## config.mk

```make
export PLATFORM = sky130hd
export DESIGN_NAME = seven_segment_counter_mux_flat
export DESIGN_NICKNAME = d
export VERILOG_FILES = /design/src/rtl/seven_segment_counter_mux_if.sv /design/src/rtl/seven_segment_counter_mux.sv /design/src/flat_wrapper.sv
export SDC_FILE = /design/constraint.sdc
export NUM_CORES = 1
export LEC_CHECK = 0
export CAP_MARGIN = 15
export CORE_MARGIN = 2
export CORE_UTILIZATION = 45
export CTS_BUF_LIST = sky130_fd_sc_hd__clkbuf_8
export DETAILED_ROUTE_END_ITERATION = 8
export DONT_BUFFER_PORTS = 1
export GPL_TIMING_DRIVEN = 0
export PLACE_DENSITY = 0.59
export SYNTH_ARGS = -nofsm -noshare
export SYNTH_HDL_FRONTEND = slang
export SYNTH_SLANG_ARGS = --single-unit
```

## constraint.sdc

```tcl
create_clock -name clk -period 1.8 [get_ports clk]
set_input_delay 0.36 -clock clk [delete_from_list [all_inputs] [get_ports clk]]
set_output_delay 0.36 -clock clk [all_outputs]
set_load 0.005 [all_outputs]
```

## src/rtl/seven_segment_counter_mux_if.sv

```systemverilog
// Control inputs and display/count outputs of the multiplexed 7-segment counter.
// The master drives the controls; the slave (the counter) drives the results.
interface seven_segment_counter_mux_if #(
  parameter int NDIG = 2,
  parameter int DW   = 7
);
  logic              enable;
  logic              up;
  logic              dec;
  logic              load;
  logic [4*NDIG-1:0] load_value;
  logic              blank_lz;
  logic [4*NDIG-1:0] count;
  logic              wrap;
  logic [DW-1:0]     led_port;
  logic [NDIG-1:0]   sel;

  modport master (
    output enable, up, dec, load, load_value, blank_lz,
    input  count, wrap, led_port, sel
  );

  modport slave (
    input  enable, up, dec, load, load_value, blank_lz,
    output count, wrap, led_port, sel
  );
endinterface

```

## src/rtl/seven_segment_counter_mux.sv

```systemverilog
// N-digit hex/BCD up/down counter with tick divider, parallel load and a
// time-multiplexed 7-segment display stage with optional leading-zero blanking.
module seven_segment_counter_mux #(
  parameter int NDIG     = 2,
  parameter int DW       = 7,
  parameter int TICK_DIV = 12000000,
  parameter int SCAN_DIV = 120000
) (
  input logic                   clk,
  input logic                   reset,
  seven_segment_counter_mux_if.slave bus
);
  localparam int CW = 4 * NDIG;
  localparam int TW = (TICK_DIV > 1) ? $clog2(TICK_DIV) : 1;
  localparam int SW = (SCAN_DIV > 1) ? $clog2(SCAN_DIV) : 1;
  localparam int IW = (NDIG > 1) ? $clog2(NDIG) : 1;

  logic [TW-1:0]   tdiv_q, tdiv_d;
  logic [SW-1:0]   sdiv_q, sdiv_d;
  logic [IW-1:0]   idx_q, idx_d;
  logic [CW-1:0]   count_q, count_d;
  logic            wrap_q, wrap_d;
  logic [NDIG-1:0] sel_q, sel_d;
  logic [DW-1:0]   led_q, led_d;
  logic            tick;
  logic [NDIG-1:0] blank;
  logic [3:0]      shown;

  function automatic logic [6:0] seg(input logic [3:0] d);
    case (d)
      4'h0: seg = 7'h3F;
      4'h1: seg = 7'h06;
      4'h2: seg = 7'h5B;
      4'h3: seg = 7'h4F;
      4'h4: seg = 7'h66;
      4'h5: seg = 7'h6D;
      4'h6: seg = 7'h7D;
      4'h7: seg = 7'h07;
      4'h8: seg = 7'h7F;
      4'h9: seg = 7'h6F;
      4'hA: seg = 7'h77;
      4'hB: seg = 7'h7C;
      4'hC: seg = 7'h39;
      4'hD: seg = 7'h5E;
      4'hE: seg = 7'h79;
      default: seg = 7'h71;
    endcase
  endfunction

  assign tick = bus.enable && (tdiv_q == TW'(TICK_DIV - 1));

  // Counter: carry/borrow ripples from digit 0; whatever leaves the top digit is the wrap.
  always_comb begin : count_logic
    logic [3:0] nib;
    logic       carry;
    nib     = '0;
    carry   = 1'b1;
    count_d = count_q;
    wrap_d  = 1'b0;
    if (!bus.enable || tick) tdiv_d = '0;
    else                     tdiv_d = tdiv_q + 1'b1;

    if (bus.load) begin
      tdiv_d = '0;
      for (int unsigned i = 0; i < NDIG; i++) begin
        nib = bus.load_value[4*i +: 4];
        count_d[4*i +: 4] = (bus.dec && nib > 4'd9) ? 4'd9 : nib;
      end
    end else if (tick) begin
      for (int unsigned i = 0; i < NDIG; i++) begin
        nib = count_q[4*i +: 4];
        if (carry) begin
          if (bus.up) begin
            if (bus.dec ? (nib >= 4'd9) : (nib == 4'hF)) begin
              nib = 4'd0;
            end else begin
              nib   = nib + 4'd1;
              carry = 1'b0;
            end
          end else begin
            if (nib == 4'd0) begin
              nib = bus.dec ? 4'd9 : 4'hF;
            end else if (bus.dec && nib > 4'd9) begin
              nib   = 4'd9;
              carry = 1'b0;
            end else begin
              nib   = nib - 4'd1;
              carry = 1'b0;
            end
          end
        end
        count_d[4*i +: 4] = nib;
      end
      wrap_d = carry;
    end
  end

  always_comb begin
    sdiv_d = sdiv_q + 1'b1;
    idx_d  = idx_q;
    if (sdiv_q == SW'(SCAN_DIV - 1)) begin
      sdiv_d = '0;
      idx_d  = (idx_q == IW'(NDIG - 1)) ? '0 : idx_q + 1'b1;
    end
  end

  // Scan from the top digit down so "all higher digits zero" accumulates in one pass.
  always_comb begin : blank_logic
    logic allz;
    int unsigned i;
    allz  = 1'b1;
    blank = '0;
    i     = 0;
    for (int unsigned k = 0; k < NDIG; k++) begin
      i        = NDIG - 1 - k;
      allz     = allz && (count_q[4*i +: 4] == 4'd0);
      blank[i] = bus.blank_lz && allz && (i != 0);
    end
  end

  always_comb begin
    shown = count_q[4*idx_q +: 4];
    sel_d = NDIG'(1) << idx_q;
    led_d = blank[idx_q] ? '0 : DW'(seg(shown));
  end

  always_ff @(posedge clk) begin
    if (reset) begin
      tdiv_q  <= '0;
      sdiv_q  <= '0;
      idx_q   <= '0;
      count_q <= '0;
      wrap_q  <= 1'b0;
      sel_q   <= '0;
      led_q   <= '0;
    end else begin
      tdiv_q  <= tdiv_d;
      sdiv_q  <= sdiv_d;
      idx_q   <= idx_d;
      count_q <= count_d;
      wrap_q  <= wrap_d;
      sel_q   <= sel_d;
      led_q   <= led_d;
    end
  end

  assign bus.count    = count_q;
  assign bus.wrap     = wrap_q;
  assign bus.sel      = sel_q;
  assign bus.led_port = led_q;
endmodule

```

## src/flat_wrapper.sv

```systemverilog
// flat-port wrapper written by rule: the top's interface ports become plain ports
module seven_segment_counter_mux_flat 
#(
  parameter int NDIG     = 2,
  parameter int DW       = 7,
  parameter int TICK_DIV = 12000000,
  parameter int SCAN_DIV = 120000
)
  (clk, reset, bus_enable, bus_up, bus_dec, bus_load, bus_load_value, bus_blank_lz, bus_count, bus_wrap, bus_led_port, bus_sel);
  seven_segment_counter_mux_if #(.NDIG(NDIG), .DW(DW)) bus_i ();
  input logic clk;
  input logic reset;
  input wire logic [$bits(bus_i.enable)-1:0] bus_enable;
  input wire logic [$bits(bus_i.up)-1:0] bus_up;
  input wire logic [$bits(bus_i.dec)-1:0] bus_dec;
  input wire logic [$bits(bus_i.load)-1:0] bus_load;
  input wire logic [$bits(bus_i.load_value)-1:0] bus_load_value;
  input wire logic [$bits(bus_i.blank_lz)-1:0] bus_blank_lz;
  output wire logic [$bits(bus_i.count)-1:0] bus_count;
  output wire logic [$bits(bus_i.wrap)-1:0] bus_wrap;
  output wire logic [$bits(bus_i.led_port)-1:0] bus_led_port;
  output wire logic [$bits(bus_i.sel)-1:0] bus_sel;
  assign bus_i.enable = bus_enable;
  assign bus_i.up = bus_up;
  assign bus_i.dec = bus_dec;
  assign bus_i.load = bus_load;
  assign bus_i.load_value = bus_load_value;
  assign bus_i.blank_lz = bus_blank_lz;
  assign bus_count = bus_i.count;
  assign bus_wrap = bus_i.wrap;
  assign bus_led_port = bus_i.led_port;
  assign bus_sel = bus_i.sel;
  seven_segment_counter_mux #(.NDIG(NDIG), .DW(DW), .TICK_DIV(TICK_DIV), .SCAN_DIV(SCAN_DIV)) u_core (.clk(clk), .reset(reset), .bus(bus_i));
endmodule
```

==> flow_metrics.env <==
export IMPL_final_layout_size_suffix_gt1_frac=0.206
export IMPL_first_pass_iters=5
export IMPL_hold_worst_slack_ns=0.213
export IMPL_layout_setup_ws_ns=-0.130
export IMPL_overflow=0
export IMPL_rsz0062_at_grt="yes"
export IMPL_yosysMostFrequentCell="nor2_1"
export IMPL_wire_per_inst_microns=14.9
export IMPL_drv_cap=0
export IMPL_grt_max_degree=11
export IMPL_synth_top_cells_by_count="nor2_1 (66), dfxtp_1 (60), nand2_1 (34)"
export IMPL_cts_tree="done"
export IMPL_die_area_sq_um=8290
export IMPL_ir_worst_vdd_mv=0.345
export IMPL_cp_arrival_ns=2.15
export IMPL_post_synth_num_cell_types=55
export IMPL_min_delay_start="bus_load_value[6]"
export IMPL_r2r_start="u_core.tdiv_q[22]"
export IMPL_synth_nets=448
export IMPL_r2r_end="u_core.tdiv_q[12]"
export IMPL_synth_area_leaders="dfxtp_1 (35%), nor2_1 (7.3%), xnor2_1 (6.7%)"
export IMPL_min_period_ns=1.93
export IMPL_clock_root_buffer="clkbuf_8"
export IMPL_maxSlewViolCount=0
export IMPL_cp_max_fo=5
export IMPL_relSlewSlack=0.667
export IMPL_synth_compound_area_share=0.141
export IMPL_violations="setup timing"
export IMPL_io_buffers=0
export IMPL_die_h_microns=91.1
export IMPL_detailed_place_hpwl_mm=5.56
export IMPL_core_sq_um=7290
export IMPL_synth_mux_area_frac=0.0158
export IMPL_crit_family="simple AND/OR/NAND/NOR gates"
export IMPL_synth_top_area_share=0.352
export IMPL_grt_pass1_vias=2919
export IMPL_place_congestion=0.884
export IMPL_holdPathStages=2
export IMPL_min_path_type="input pin to flop"
export IMPL_cp_end_kind="flop"
export IMPL_path_cells="or4b_4, nor4_4, and2_1, or2_1, buf_6, buf_12, buf_8, nor2_1"
export IMPL_finalSetupViolCount=31
export IMPL_synth_xor_area_share=0.103
export IMPL_syn_avg_cell_area_sq_um=8.18
export IMPL_wirelength_mm=8.05
export IMPL_finClkSkew_ns=0.0113
export IMPL_postSynthCellCount=417
export IMPL_worstMarginPinSlew_ns=0.485
export IMPL_vias=3009
export IMPL_grt_first_pass_wirelength_mm=13.5
export IMPL_clock_sinks=60
export IMPL_reg2reg_depth=8
export IMPL_seq_area_sq_um=1220
export IMPL_synth_adder_area_share=0.0587
export IMPL_htree_levels=3
export IMPL_antenna_cells=0
export IMPL_drcViolationCount=0
export IMPL_cpPeakStageDelay_ns=0.54
export IMPL_fin_util=0.557
export IMPL_antenna_found_initial=0
export IMPL_crit_type="flop to flop"
export IMPL_r2r_slack_ns=-0.13
export IMPL_power_density_nw_per_um2=730
export IMPL_start_kind="flop"
export IMPL_status="complete, but fails checks"
export IMPL_crit_buf_inv=3
export IMPL_ant_nets=0
export IMPL_ios=33
export IMPL_nNetsFinal=469
export IMPL_worstHoldEndpoint="u_core.bus.count[6]"
export IMPL_seq_area_frac_synth=0.352
export IMPL_async_flop_share=0
export IMPL_cts_buffers=9
export IMPL_multi_input_area_sq_um=2250
export IMPL_num_rows=31
export IMPL_yosysWarnings=0
export IMPL_area_growth_pct=19.1
export IMPL_clock_latency_ns=0.34
export IMPL_synth_flop_cell="dfxtp_1"
export IMPL_synth_top_family_by_area="simple AND/OR/NAND/NOR gates"
export IMPL_finalHoldViolCount=0
export IMPL_synth_largest_area_cell="dfxtp_1"
export IMPL_grtUsageTotal=0.198
export IMPL_hold_buffers=0
export IMPL_synth_area_sq_um=3410
export IMPL_critPathSlowestCell="or4b_4"
export IMPL_viasPerCell=5.56
export IMPL_synth_edf_count=0
export IMPL_drtIter0Drc=145
export IMPL_die_w_microns=91.1
export IMPL_max_freq_ghz=0.518
export IMPL_fillCellCount=727
export IMPL_required_ns=2.02
export IMPL_fin_crit_sh=1.07
export IMPL_p_leak_nw=1.41
export IMPL_start_util=0.468
export IMPL_clk_pin_slew_worst_paths_ns=0.07
export IMPL_clk_path_buf_depth=2
export IMPL_ys_seq_elements=60
export IMPL_post_synth_and_or_nand_nor_area_fraction=0.284
## cell type report
class | count | share of cell area
tap | 99 | 0.0305
clock inverter | 4 | 0.00616
inverter | 18 | 0.0166
buffer | 16 | 0.0259
timing repair buffer | 12 | 0.0283
sequential | 60 | 0.302
clock buffer | 11 | 0.0373
multi-input combinational | 321 | 0.554
## repair_timing
| action | 4_1_cts | 5_1_grt |
|---|---|---|
| cloned | 1 | 0 |
| setup endpoints to repair | 48 | 47 |
| gates resized for setup | 42 | 26 |
| pin swaps | 20 | 7 |
| buffers inserted | 8 | 4 |
## flip-flops by register name (all words and copies together), names as in the netlist
name / count
u_core.idx_q: 1
u_core.bus.wrap: 1
u_core.tdiv_q: 24
u_core.bus.sel: 2
u_core.bus.led_port: 7
u_core.sdiv_q: 17
u_core.bus.count: 8
## how the worst max path moves through the flow
stage	startpoint	endpoint	slack [ns]	depth (start not counted)
final	u_core.tdiv_q[22]	u_core.tdiv_q[12]	-0.13	8
after global routing	u_core.tdiv_q[22]	u_core.tdiv_q[13]	-0.21	8
after CTS	u_core.tdiv_q[11]	u_core.tdiv_q[11]	-0.13	8
after detailed placement	u_core.bus.count[5]	u_core.bus.count[5]	-0.41	7
after global placement	u_core.bus.count[5]	u_core.bus.count[5]	-0.39	7
after floorplan	u_core.bus.count[5]	u_core.bus.count[5]	-0.01	7
## per-layer routing
layer,share of wire,track usage
met5,0,0
met4,0.015,0.0669
met3,0.045,0.0589
met2,0.48,0.333
met1,0.46,0.242
## layout by cell type (no fill, tap or decap), types with 13 or more instances in the layout
master / count
nor2_1: 58
ha_1: 14
inv_1: 17
xor2_1: 14
a21oi_1: 16
dfxtp_1: 49
xnor2_1: 26
o21ai_0: 13
nor3_1: 13
nand3_1: 16
nand2_1: 34
## where the power goes
group	leakage, nW	switching [mW]	internal [mW]
Clock	0.0872	0.542	0.562
Sequential	0.495	0.0466	1.37
Combinational	0.824	0.261	0.188
## logic make-up (layout without fill, tap and decap cells)
group                    Yosys count  in the layout
AO/OA/AOI/OAI                     71             71
XOR/XNOR                          40             40
adder cells (fa/ha/maj)           16             16
buffers and inverters             36             61
flip-flops                        60             60
multiplexers                       5              5
AND/OR/NAND/NOR                  189            189
## metrics by stage
stage,setup TNS (ns),instance area (sq um),std cells,total power [mW],setup WS (ns)
floorplan,-0.0122,3420,417,1.73,-0.0122
global placement,-7.40,3550,516,1.82,-0.386
detailed placement,-7.50,3550,516,1.83,-0.408
CTS,-2.54,3960,540,2.97,-0.133
global route,-4.59,4060,541,3.13,-0.211
finish,-2.08,4060,541,2.97,-0.130
No activity file was read; power rests on OpenSTA's default activity.
